### src/rtl/counter_pkg.sv
// Shared types for the counter family.
// Selects roll-over or clamp behaviour at the count bounds.
package counter_pkg;

    typedef enum logic {
        CNT_WRAP,
        CNT_SAT
    } cnt_mode_t;

endpackage

### src/rtl/counter_updown.sv
// Parametrised up/down counter with load, wrap/saturate and flags.
// Bounds are compared before stepping so any modulus works.
module counter_updown
    import counter_pkg::*;
#(
    parameter int unsigned WIDTH     = 4,
    parameter int unsigned MAX_VAL   = 2**WIDTH - 1,
    parameter int unsigned RESET_VAL = 0,
    parameter cnt_mode_t   MODE      = CNT_WRAP
) (
    input  logic             clock_i,
    input  logic             reset_i,
    input  logic             enable_i,
    input  logic             up_i,
    input  logic             load_i,
    input  logic [WIDTH-1:0] load_data_i,
    output logic [WIDTH-1:0] data_o,
    output logic             event_o,
    output logic             at_max_o,
    output logic             at_zero_o
);

    localparam logic [WIDTH-1:0] MAX_C   = WIDTH'(MAX_VAL);
    localparam logic [WIDTH-1:0] RESET_C = WIDTH'(RESET_VAL);
    localparam logic [WIDTH-1:0] ONE_C   = WIDTH'(1);
    localparam logic [WIDTH-1:0] ZERO_C  = '0;

    if (MAX_VAL > (2**WIDTH) - 1) begin : g_bad_max
        $error("MAX_VAL must fit in WIDTH bits");
    end
    if (RESET_VAL > MAX_VAL) begin : g_bad_rst
        $error("RESET_VAL must not exceed MAX_VAL");
    end

    logic [WIDTH-1:0] data_q, data_d;
    logic             event_q, event_d;
    logic             at_max_q, at_max_d;
    logic             at_zero_q, at_zero_d;

    // Next count and event: load beats enable, bounds checked before stepping.
    always_comb begin
        data_d  = data_q;
        event_d = 1'b0;
        if (load_i) begin
            data_d = (load_data_i > MAX_C) ? MAX_C : load_data_i;
        end else if (enable_i) begin
            if (up_i) begin
                if (data_q == MAX_C) begin
                    event_d = 1'b1;
                    data_d  = (MODE == CNT_SAT) ? MAX_C : ZERO_C;
                end else begin
                    data_d = data_q + ONE_C;
                end
            end else begin
                if (data_q == ZERO_C) begin
                    event_d = 1'b1;
                    data_d  = (MODE == CNT_SAT) ? ZERO_C : MAX_C;
                end else begin
                    data_d = data_q - ONE_C;
                end
            end
        end
        at_max_d  = (data_d == MAX_C);
        at_zero_d = (data_d == ZERO_C);
    end

    // Register stage; reset path ignores every other input.
    always_ff @(posedge clock_i) begin
        if (!reset_i) begin
            data_q    <= RESET_C;
            event_q   <= 1'b0;
            at_max_q  <= (RESET_C == MAX_C);
            at_zero_q <= (RESET_C == ZERO_C);
        end else begin
            data_q    <= data_d;
            event_q   <= event_d;
            at_max_q  <= at_max_d;
            at_zero_q <= at_zero_d;
        end
    end

    assign data_o    = data_q;
    assign event_o   = event_q;
    assign at_max_o  = at_max_q;
    assign at_zero_o = at_zero_q;

endmodule

### config.mk
export PLATFORM = sky130hd
export DESIGN_NAME = counter_updown
export DESIGN_NICKNAME = d
export VERILOG_FILES = /design/src/rtl/counter_pkg.sv /design/src/rtl/counter_updown.sv
export SDC_FILE = /design/constraint.sdc
export NUM_CORES = 1
export LEC_CHECK = 0
export ABC_AREA = 0
export CAP_MARGIN = 30
export CORE_AREA = 2 2 39 41
export DETAILED_ROUTE_END_ITERATION = 6
export DIE_AREA = 0 0 41 43
export DONT_BUFFER_PORTS = 1
export SLEW_MARGIN = 15
export SYNTH_ARGS = -nofsm -noshare
export SYNTH_HDL_FRONTEND = slang
export SYNTH_SLANG_ARGS = --single-unit
### constraint.sdc
create_clock -name clock_i -period 1.6 [get_ports clock_i]
set_input_delay 0.16 -clock clock_i [delete_from_list [all_inputs] [get_ports clock_i]]
set_output_delay 0.16 -clock clock_i [all_outputs]
set_load 0.005 [all_outputs]
Yosys cells after proc, flatten, opt, wreduce, memory -nomap -nowiden
Index checks and enable logic that the tools add are counted.
- logic and storage cells: 23
- memory bits (writable): 0
- output and inout bits: 7
- memories kept: 0
- latch bits: 0
- register bits: 7
- memory bits (read-only): 0
- input bits: 9
- $mul: 0
- bitwise operators: 2
- divide/modulo/power cells: 0
- shift operators: 0
- multiplexer cells: 9
- order comparisons: 1
- reduce and logical (&&, ||, !) cells: 3
- add/sub/neg operators: 2
- eq/ne operators: 2
- operator list (operator ; number):
    $mux W4 ; 6
    $eq A4 B4 Y1 const B ; 2
    $logic_not A4 Y1 ; 2
    $add A4 B1 Y4 const B ; 1
    $gt A4 B4 Y1 const B ; 1
    $sub A4 B1 Y4 const B ; 1
    $mux W1 ; 3
    $reduce_or A3 Y1 ; 1
    $not A1 Y1 ; 2

Logic depth before layout (Yosys ltp)
Gate-level depths: netlist (run 1).
- depth after elaboration: 6
- mapped depth: 7
- mapped depth without buffers: 7

Least setup slack after synthesis (run 1)
Ideal clock, no wire load.
- path type: flip-flop to flip-flop
- start point: register data_q[0], in the netlist data_o[0]
- end point: register at_zero_q, in the netlist at_zero_o
- cell stages (with the launch flop): 8
- buffers on the path: 0
- data required time: 1.504 ns
- setup slack: -0.026 ns
- setup time: 0.096 ns
- clock period less this slack: 1.626 ns
- arrival: 1.530 ns
- cells stage by stage: dfxtp_1 -> inv_1 -> ha_1 -> nor2b_1 -> o21ai_1 -> xnor2_1 -> o211a_1 -> o41ai_2
- longest elaborated chain between the ends: 6
- elaborated cells between the ends (all ways): 10
- those cells by class: 2 x add/sub; 1 x eq/ne; 5 x mux; 2 x reduce/logical
- ends and longest elaborated chain (element ; line ; RTL):
    from (decl) ; counter_updown.sv:35 ; logic [WIDTH-1:0] data_q, data_d;
    from (signal assigned) ; counter_updown.sv:75 ; data_q <= data_d;
    $sub A4 B1 Y4 (tied with other cells) ; counter_updown.sv:59 ; data_d = data_q - ONE_C;
    $mux W4 (on tied branches) ; counter_updown.sv:55, counter_updown.sv:48 ;
    $mux W4 ; counter_updown.sv:47 ; if (up_i) begin
    $mux W4 * ; counter_updown.sv:46 ; end else if (enable_i) begin
    $mux W4 * ; counter_updown.sv:44 ; if (load_i) begin
    $logic_not A4 Y1 * ; counter_updown.sv:64 ; at_zero_d = (data_d == ZERO_C);
    to (signal assigned) ; counter_updown.sv:73 ; at_zero_q <= (RESET_C == ZERO_C);
    to (signal assigned) ; counter_updown.sv:78 ; at_zero_q <= at_zero_d;
    to (decl) ; counter_updown.sv:38 ; logic at_zero_q, at_zero_d;
Every way passes the cells marked *; elsewhere a longest branch is shown, timed or not.
A chain may end at the register's enable or synchronous reset.

Worst setup path in the final report (run 1)
- start point: register data_q[1], in the netlist data_o[1]
- end point: register at_zero_q, in the netlist at_zero_o
The elaborated chain is that of the path after synthesis.

==> key figures, run 1 <==
Routing
  – Drt first-iter violations: 6
  – DR vias/cell: 4.96
  – Vias: 382
  – Initial DRT Pass Iterations: 2
  – Wirelength per Cell: 12.6 um
  – DRT Wirelength: 972 um
  – # DRC: 0
  – Routed Antenna Nets: 0

Floorplanning
  – Starting Density: 30.8%
  – Rows: 14
  – Die width: 41 um
  – I/O pin cnt: 16
  – Core Region: 1380 um2
  – Die height: 43 um
  – Die area: 1760 um2

Clocking
  – H-Tree Depth: 1
  – Clock Pin Slew Worst Setup and Hold Paths: 0.06 ns
  – CTS buffer count: 3
  – CTS Buffer Depth: 2
  – Clock Latency Late Sink: 0.25 ns
  – Clk root buf: clkbuf_4
  – CTS tree: done
  – Clock sink count: 7

Pwr
  – Psw: 0.128 mW
  – P_leak: 0.253 nW
  – Switching part of the total power: 27.3%
  – Clock Power Share: 34.6%
  – VDD IR max: 260 uV
  – Part of the power in registers: 42.1%
  – Pwr dens: 820 nW/um2
  – Pint: 0.343 mW
  – Combinational Power Share: 23.3%
  – Total power: 0.471 mW

Critical path
  – WP data arrival: 1.70 ns
  – Crit end category: flip-flop
  – Worst setup path category: reg2reg
  – Critical Path Fanout Max: 6
  – CP required: 1.75 ns
  – CP startpoint kind: flip-flop

Job
  – Max-cap check violation count: 0

Synthesis
  – Mapped Cells: 49
  – Syn_nets: 60
  – Number of synthesized register bits: 7
  – Register area share after synthesis: 32.8%
  – Synth area leader: dfxtp_1
  – Netlist Area Pre-Place: 427 um2
  – Avg Inst Size Synth: 8.71 um2
  – Unique masters post-synth: 25
  – Post-synth top area share: 32.8%
  – Yosys warning count: 0
  – Largest cells by area after synthesis: dfxtp_1 33%, o41ai_2 7.6%, ha_1 5.9%, and2_1 4.4%, xnor2_1 4.1%

Final layout
  – Leading cell type in the layout, fill and taps excluded: buf_4
  – Layout cells sized above 1: 37.7%
  – Area grow syn2layout: 34.6%
  – Most frequent cells in the layout: 7 x buf_4, 5 x dfxtp_1, 4 x inv_1, 4 x nand2_1
  – # diodes: 0
  – Nets@finish: 73
  – Design Area, Final: 574 um2
  – Final Non-Filler Cells: 77

Global route
  – GR Overflow Total: 0
  – Largest net degree at the start of global routing: 11
  – Vias in the first global route: 354
  – All-Layer GR Usage: 13.3%
  – First-pass GRT wire length: 1.54 mm
  – Initial antenna violation count: 0

Timing
  – Slew HR: 75.3%
  – TNS Setup: 0 ns
  – Skew final: 0.0144 ns
  – Minimum clock period: 1.55 ns
  – Final Cycle Share: 96.6%
  – Slew @ Worst Pin: 0.367 ns
  – Final hold vios: 0
  – Fmax: 0.647 GHz
  – RSZ-0062 raised after global routing: yes
  – Setup ws final: 0.0546 ns
  – Final setup fails: 0
  – Final Max Slew Viols: 0

Placed design
  – Dpl cells: 70
  – Port Buffers: 0
  – Post-Place Setup Slack: -0.0567 ns
  – Placed Instance Area: 488 um2
  – DPL Wire Length: 726 um
  – Final GP Congestion: 0.681

Hold path
  – Hold Crit Class: in2reg

Run status
  – Run status: complete, no violations
## repair_timing
action                                 in CTS  in global routing
pin swaps                                   4                  5
hold buffers                                2                  0
endpoints found under the hold margin       2                  0
setup endpoints to repair                   3                  2
setup buffers                               1                  0
gates resized for setup                     4                  9
## cells by family (layout without fill, tap and decap cells)
family,after synthesis,count (layout),share of synthesized area [%]
AND/OR/NAND/NOR,18,18,22.6
AO/OA/AOI/OAI,14,14,27.9
flip-flops,7,7,32.8
buffers and inverters,5,17,4.69
XOR/XNOR,3,3,6.16
adder cells (fa/ha/maj),2,2,5.86
## synthesized netlist by cell type (all sizes together)
master / number
dfxtp: 7
a21oi: 4
nor2: 3
nand2b: 1
buf: 1
and2: 3
o41ai: 2
a221oi: 1
a21o: 1
xor2: 1
nand2: 4
o21ai: 3
a211oi: 1
or3: 1
inv: 4
nor3b: 1
o211a: 1
o21bai: 1
nor2b: 2
xnor2: 2
and4: 1
ha: 2
nand3: 2
## power by group through the flow
stage	combinational, mW	clock, mW	sequential [mW]
2_1_floorplan	0.0655	0	0.204
3_3_place_gp	0.0918	0	0.203
3_5_place_dp	0.0928	0	0.203
4_1_cts	0.102	0.166	0.198
5_1_grt	0.121	0.180	0.201
6_report	0.110	0.163	0.198
## critical path, cell delays in order (launching register included)
cell and delay (ns):
dfxtp_4 0.36, or3_1 0.36, a221oi_2 0.28, o41ai_2 0.13, o41ai_2 0.31
## path summary, 6_finish.rpt
check	from	slack, ns	cells after the start	to
max	data_o[1]$_SDFF_PN0_	0.05	4	at_zero_o$_SDFF_PN1_
min reg2reg	data_o[3]$_SDFF_PN0_	0.61	2	event_o$_SDFF_PP0_
min	reset_i	0.02	1	data_o[3]$_SDFF_PN0_
max reg2reg	data_o[1]$_SDFF_PN0_	0.05	4	at_zero_o$_SDFF_PN1_
## layout make-up
| class | count | area, um2 |
|---|---|---|
| Clock buffer | 4 | 26.3 |
| Fill cell | 142 | 810 |
| Inverter | 4 | 15.0 |
| Multi-Input combinational cell | 37 | 293 |
| Sequential cell | 7 | 148 |
| Tap cell | 16 | 20.0 |
| Timing Repair Buffer | 9 | 72.6 |
## metrics by stage
step | hold slack [ns] | utilization, %
2_1_floorplan | 0.216 | -
3_3_place_gp | 0.219 | 35.3
3_5_place_dp | 0.219 | 35.3
4_1_cts | 0.0191 | 39.6
5_1_grt | 0.0136 | 41.5
6_report | 0.0239 | 41.5
## state kept, by name (all words and copies together), names as in the netlist
signal / flops
at_zero_o: 1
at_max_o: 1
data_o: 4
event_o: 1
## metal layers
layer / vias up / share of wire (%) / GRT usage (%)
met2: 11 / 50 / 19.1
met3: 0 / 6.8 / 6.81
li1: 197 / - / -
met1: 174 / 43 / 16.8
met5: - / 0 / 0
met4: 0 / 0 / 4.00
No activity file was read; power rests on OpenSTA's default activity.
==> run 2, diff against run 1 <==
==> constraint.sdc (replaced) <==
create_clock -name clock_i -period 1.6 [get_ports clock_i]
set_input_delay 0.16 -clock clock_i [delete_from_list [all_inputs] [get_ports clock_i]]
set_output_delay 0.16 -clock clock_i [all_outputs]
set_load 0.02 [all_outputs]
==> run 2 against run 1 <==
  * Maximum frequency down 0.29%
  * Worst hold slack improved by 0.011 ns
  * Setup slack got worse by 0.0045 ns
  * First-iteration DRC count up 67%
  * Routed wire length grew 2.5%
  * Sequential share of layout area down 1.2 points
  * Critical path type unchanged
==> key figures, run 2 (synthesis results as in run 1) <==
Run status
  – Run status: complete, no violations

Floorplanning
  – Die area: 1760 um2 (unchanged)
  – Die width: 41 um (unchanged)
  – Core Region: 1380 um2 (unchanged)
  – Rows: 14 (unchanged)
  – Die height: 43 um (unchanged)
  – Starting Density: 30.8% (unchanged)
  – I/O pin cnt: 16 (unchanged)

Timing
  – RSZ-0062 raised after global routing: yes
  – TNS Setup: 0 ns (unchanged)
  – Hold_ws: 0.0345 ns (+0.0107 ns)
  – Skew final: 0.00486 ns (-0.00958 ns)
  – Final Max Slew Viols: 0 (unchanged)
  – Final Cycle Share: 96.9% (+0.28 points)
  – Slew @ Worst Pin: 0.318 ns (-0.0487 ns)
  – Slew HR: 78.7% (+3.4 points)
  – Minimum clock period: 1.55 ns (+0.00451 ns)
  – Final setup fails: 0 (unchanged)
  – Final hold vios: 0 (unchanged)
  – Fmax: 0.645 GHz (-0.29%)

Clocking
  – CTS tree: done
  – CTS buffer count: 3 (unchanged)
  – Clock Latency Late Sink: 0.25 ns (about the same)
  – Clock Pin Slew Worst Setup and Hold Paths: 0.05 ns (about the same)
  – Clock sink count: 7 (unchanged)
  – CTS Buffer Depth: 2 (unchanged)
  – H-Tree Depth: 1 (unchanged)
  – Clk root buf: clkbuf_4

Global route
  – Vias in the first global route: 372 (+5.1%)
  – First-pass GRT wire length: 1.65 mm (+7.2%)
  – GR Overflow Total: 0 (unchanged)
  – Largest net degree at the start of global routing: 11 (unchanged)
  – All-Layer GR Usage: 14.6% (+1.3 points)
  – Initial antenna violation count: 0 (unchanged)

Critical path
  – CP required: 1.76 ns (about the same)
  – WP data arrival: 1.71 ns (about the same)
  – CP startpoint kind: flip-flop
  – Worst setup path category: reg2reg
  – Crit end category: flip-flop
  – Critical Path Fanout Max: 4 (-2)

Routing
  – Routed Antenna Nets: 0 (unchanged)
  – DRT Wirelength: 996 um (+2.5%)
  – Wirelength per Cell: 12.9 um (+2.5%)
  – # DRC: 0 (unchanged)
  – Drt first-iter violations: 10 (+4)
  – Initial DRT Pass Iterations: 3 (+1)
  – DR vias/cell: 5.01 (+1.0%)
  – Vias: 386 (+1.0%)

Placed design
  – Port Buffers: 0 (unchanged)
  – DPL Wire Length: 766 um (+5.5%)
  – Final GP Congestion: 0.764 (+12%)

Pwr
  – P_leak: 0.257 nW (+1.8%)
  – Pwr dens: 820 nW/um2 (about the same)
  – VDD IR max: 604 uV (+130%)

Final layout
  – Layout cells sized above 1: 42.6% (+4.9 points)
  – Nets@finish: 73 (unchanged)
  – # diodes: 0 (unchanged)
  – Fillers: 145 (+2.1%)
  – Area grow syn2layout: 42.2%
  – Most frequent cells in the layout: 6 x buf_4, 4 x nand2_1, 4 x dfxtp_1
  – Leading cell type in the layout, fill and taps excluded: buf_4
  – Max reg flops: 4 (unchanged)

Hold path
  – Hold Crit Class: in2reg

Job
  – Max-cap check violation count: 0 (unchanged)
==> run 2: cell type report <==
class,instances,area [um2],share of cell area [%]
timing repair buffer,9,76.3,12.6
sequential,7,149,24.5
clock buffer,4,26.3,4.33
tap,16,20.0,3.30
multi-input combinational,37,320,52.8
inverter,4,15.0,2.47
==> run 2: timing repair <==
action | in CTS | in global routing
pin swaps | 6 | 7
endpoints found under the hold margin | 2 | 0
resized for setup | 6 | 9
hold buffers | 2 | 0
setup endpoints to repair | 1 | 4
setup buffers | 1 | 0
==> run 2: worst paths after layout <==
| kind | start | to | slack, ns | depth (start not counted) |
|---|---|---|---|---|
| setup / recovery | data_o[0]$_SDFF_PN0_ | at_zero_o$_SDFF_PN1_ | 0.05 | 5 |
| hold / removal | enable_i | event_o$_SDFF_PP0_ | 0.03 | 2 |
| setup reg to reg | data_o[0]$_SDFF_PN0_ | at_zero_o$_SDFF_PN1_ | 0.05 | 5 |
| hold reg to reg | data_o[3]$_SDFF_PN0_ | event_o$_SDFF_PP0_ | 0.62 | 2 |
==> run 2: stage by stage <==
stage	area, um2	power (mW)	setup WS (ns)	utilization [%]	instances
finish	607	0.498	0.0501	43.9	77
global route	607	0.534	-0.0330	43.9	77
CTS	568	0.492	-0.00802	41.0	77
detailed placement	493	0.312	-0.0260	35.6	70
global placement	493	0.309	0.00578	35.6	70
floorplan	433	0.283	0.0118	-	49
==> run 2: layer usage <==
layer	GRT usage (%)	share of wire, %	vias up
li1	-	-	198
met1	18.1	41	177
met2	20.9	53	11
met3	9.95	6.1	0
met4	2.00	0	0
met5	0	0	-
==> run 2: worst max-delay path, cell delays in order, from the launching register on <==
cell and delay (ns):
dfxtp_4 0.35, buf_6 0.12, or3_4 0.33, a221oi_4 0.32
o41ai_4 0.13, o41ai_2 0.20
==> run 2: power breakdown <==
| part | internal (mW) | switching [mW] |
|---|---|---|
| Combinational | 0.0708 | 0.0649 |
| Sequential | 0.186 | 0.0171 |
| Clock | 0.0951 | 0.0636 |
==> run 3, diff against run 2 <==
--- a/config.mk
+++ b/config.mk
@@ -11,6 +11,7 @@
 export DETAILED_ROUTE_END_ITERATION = 6
 export DIE_AREA = 0 0 41 43
 export DONT_BUFFER_PORTS = 1
+export GPL_TIMING_DRIVEN = 0
 export SLEW_MARGIN = 15
 export SYNTH_ARGS = -nofsm -noshare
 export SYNTH_HDL_FRONTEND = slang
==> run 3 against run 2 <==
  * The run now ends with negative setup slack left
  * Final area is 12% lower
  * Non-clock buffer count is 6 lower
  * Maximum frequency is 4.2% lower
  * Clock-buffer cell count stayed put
  * Clock power hardly changed
==> key figures, run 3 (synthesis results as in run 1) <==
Pwr
  – Pwr dens: 881 nW/um2 (+7.4%)
  – VDD IR max: 513 uV (-15%)
  – Total power: 0.471 mW (-5.4%)
  – P_leak: 0.223 nW (-13%)

Clocking
  – Clk root buf: clkbuf_4
  – CTS tree: done
  – CTS Buffer Depth: 2 (unchanged)
  – Clock Latency Late Sink: 0.25 ns (about the same)
  – CTS buffer count: 3 (unchanged)
  – Clock Pin Slew Worst Setup and Hold Paths: 0.05 ns (about the same)
  – Clock sink count: 7 (unchanged)
  – H-Tree Depth: 1 (unchanged)

Routing
  – DRT Wirelength: 916 um (-8.0%)
  – Initial DRT Pass Iterations: 4 (+1)
  – Drt first-iter violations: 4 (-6)
  – DR vias/cell: 5.14 (+2.6%)
  – Routed Antenna Nets: 0 (unchanged)
  – Wirelength per Cell: 12.9 um (-0.26%)
  – # DRC: 0 (unchanged)
  – Vias: 365 (-5.4%)

Placed design
  – Post-Place Setup Slack: -0.149 ns (-0.123 ns)
  – Dpl cells: 65 (-7.1%)
  – Placed Instance Area: 453 um2 (-8.1%)
  – Port Buffers: 0 (unchanged)
  – DPL Wire Length: 688 um (-10%)
  – Final GP Congestion: 0.737 (-3.5%)

Floorplanning
  – Die area: 1760 um2 (unchanged)
  – Die width: 41 um (unchanged)
  – Starting Density: 30.8% (unchanged)
  – Rows: 14 (unchanged)
  – Core Region: 1380 um2 (unchanged)
  – I/O pin cnt: 16 (unchanged)
  – Die height: 43 um (unchanged)

Final layout
  – Fillers: 139 (-4.1%)
  – Layout cells sized above 1: 36.4% (-6.3 points)
  – Final Non-Filler Cells: 71 (-7.8%)
  – Most frequent cells in the layout: 4 x nand2_1, 4 x dfxtp_1
  – Area grow syn2layout: 25.2%
  – Nets@finish: 67 (-8.2%)
  – Max reg flops: 4 (unchanged)
  – Design Area, Final: 534 um2 (-12%)
  – # diodes: 0 (unchanged)

Timing
  – RSZ-0062 raised after global routing: yes
  – Setup ws final: -0.0185 ns (-0.0686 ns)
  – Slew @ Worst Pin: 0.400 ns (+0.0816 ns)
  – Minimum clock period: 1.62 ns (+0.0686 ns)
  – Final hold vios: 0 (unchanged)
  – TNS Setup: -0.0258 ns (-0.0258 ns)
  – Fmax: 0.618 GHz (-4.2%)
  – Final setup fails: 2 (+2)
  – Final Cycle Share: 101% (+4.3 points)
  – Final Max Slew Viols: 0 (unchanged)
  – Slew HR: 73.0% (-5.7 points)
  – Skew final: 0.00141 ns (-0.00344 ns)

Run status
  – Run status: finished with violations
  – Failing checks: negative setup slack

Global route
  – Initial antenna violation count: 0 (unchanged)
  – All-Layer GR Usage: 13.2% (-1.4 points)
  – Vias in the first global route: 323 (-13%)
  – GR Overflow Total: 0 (unchanged)
  – Largest net degree at the start of global routing: 11 (unchanged)
  – First-pass GRT wire length: 1.52 mm (-7.6%)

Critical path
  – WP data arrival: 1.75 ns (+0.04 ns)
  – CP startpoint kind: flip-flop
  – Worst setup path category: reg2reg
  – CP required: 1.74 ns (-0.02 ns)
  – Crit end category: flip-flop
  – Critical Path Fanout Max: 8 (+4)

Hold path
  – Hold Crit Class: in2reg

Job
  – Max-cap check violation count: 0 (unchanged)
==> run 3: cell count changes in the layout (fill, tap and decap cells not counted), sizes merged <==
cell,delta
dlygate4sd3,-1
buf,-5
==> run 3: worst max-delay path, stage by stage (launching register included) <==
cell	delay, ns
dfxtp_4	0.43
inv_2	0.06
ha_4	0.16
nor2b_4	0.12
o21ai_2	0.11
xnor2_1	0.08
o211a_1	0.24
buf_4	0.14
and4_1	0.17
==> run 3: metal layers <==
layer	share of wire [%]	up-vias	track usage, %	wire (um)
met2	56	10	18.8	514
met1	39	170	16.5	356
met4	0	0	4.67	0
li1	-	185	-	-
met5	0	-	0	0
met3	4.9	0	6.81	45
==> run 3: where the power goes <==
part,leakage (nW),internal [mW],switching [mW]
registers,0.0596,0.186,0.0329
clock network,0.0150,0.0951,0.0640
logic,0.149,0.0491,0.0435
total,0.223,0.330,0.140
==> run 3: worst paths after layout <==
check / start / end / slack (ns) / depth (start not counted)
worst max-delay path: data_o[0]$_SDFF_PN0_ / at_max_o$_SDFF_PN0_ / -0.02 / 8
worst min-delay path: reset_i / data_o[3]$_SDFF_PN0_ / 0.03 / 1
worst min register to register: data_o[2]$_SDFF_PN0_ / event_o$_SDFF_PP0_ / 0.59 / 2
worst max register to register: data_o[0]$_SDFF_PN0_ / at_max_o$_SDFF_PN0_ / -0.02 / 8
==> run 3: final cells by class <==
| cell class | count | area (um2) | share of cell area (%) |
|---|---|---|---|
| Timing Repair Buffer | 2 | 17.5 | 3.28 |
| Multi-Input combinational cell | 37 | 299 | 56.0 |
| Inverter | 4 | 15.0 | 2.81 |
| Clock buffer | 4 | 26.3 | 4.92 |
| Sequential cell | 7 | 151 | 28.3 |
| Tap cell | 16 | 20.0 | 3.75 |
| Buffer | 1 | 5.00 | 0.937 |
==> run 3: per-stage QoR <==
step           hold WS [ns]  utilization (%)
3_5_place_dp          0.219             32.7
2_1_floorplan         0.216                -
6_report             0.0328             38.6
3_3_place_gp          0.220             32.7
4_1_cts              0.0232             35.9
5_1_grt              0.0241             38.6
==> run 3: repair_timing <==
action,in CTS,in global routing
hold buffers,1,0
setup endpoints to repair,3,4
buffers inserted,0,1
pin swaps,6,6
gates resized for setup,5,8
endpoints found under the hold margin,1,0
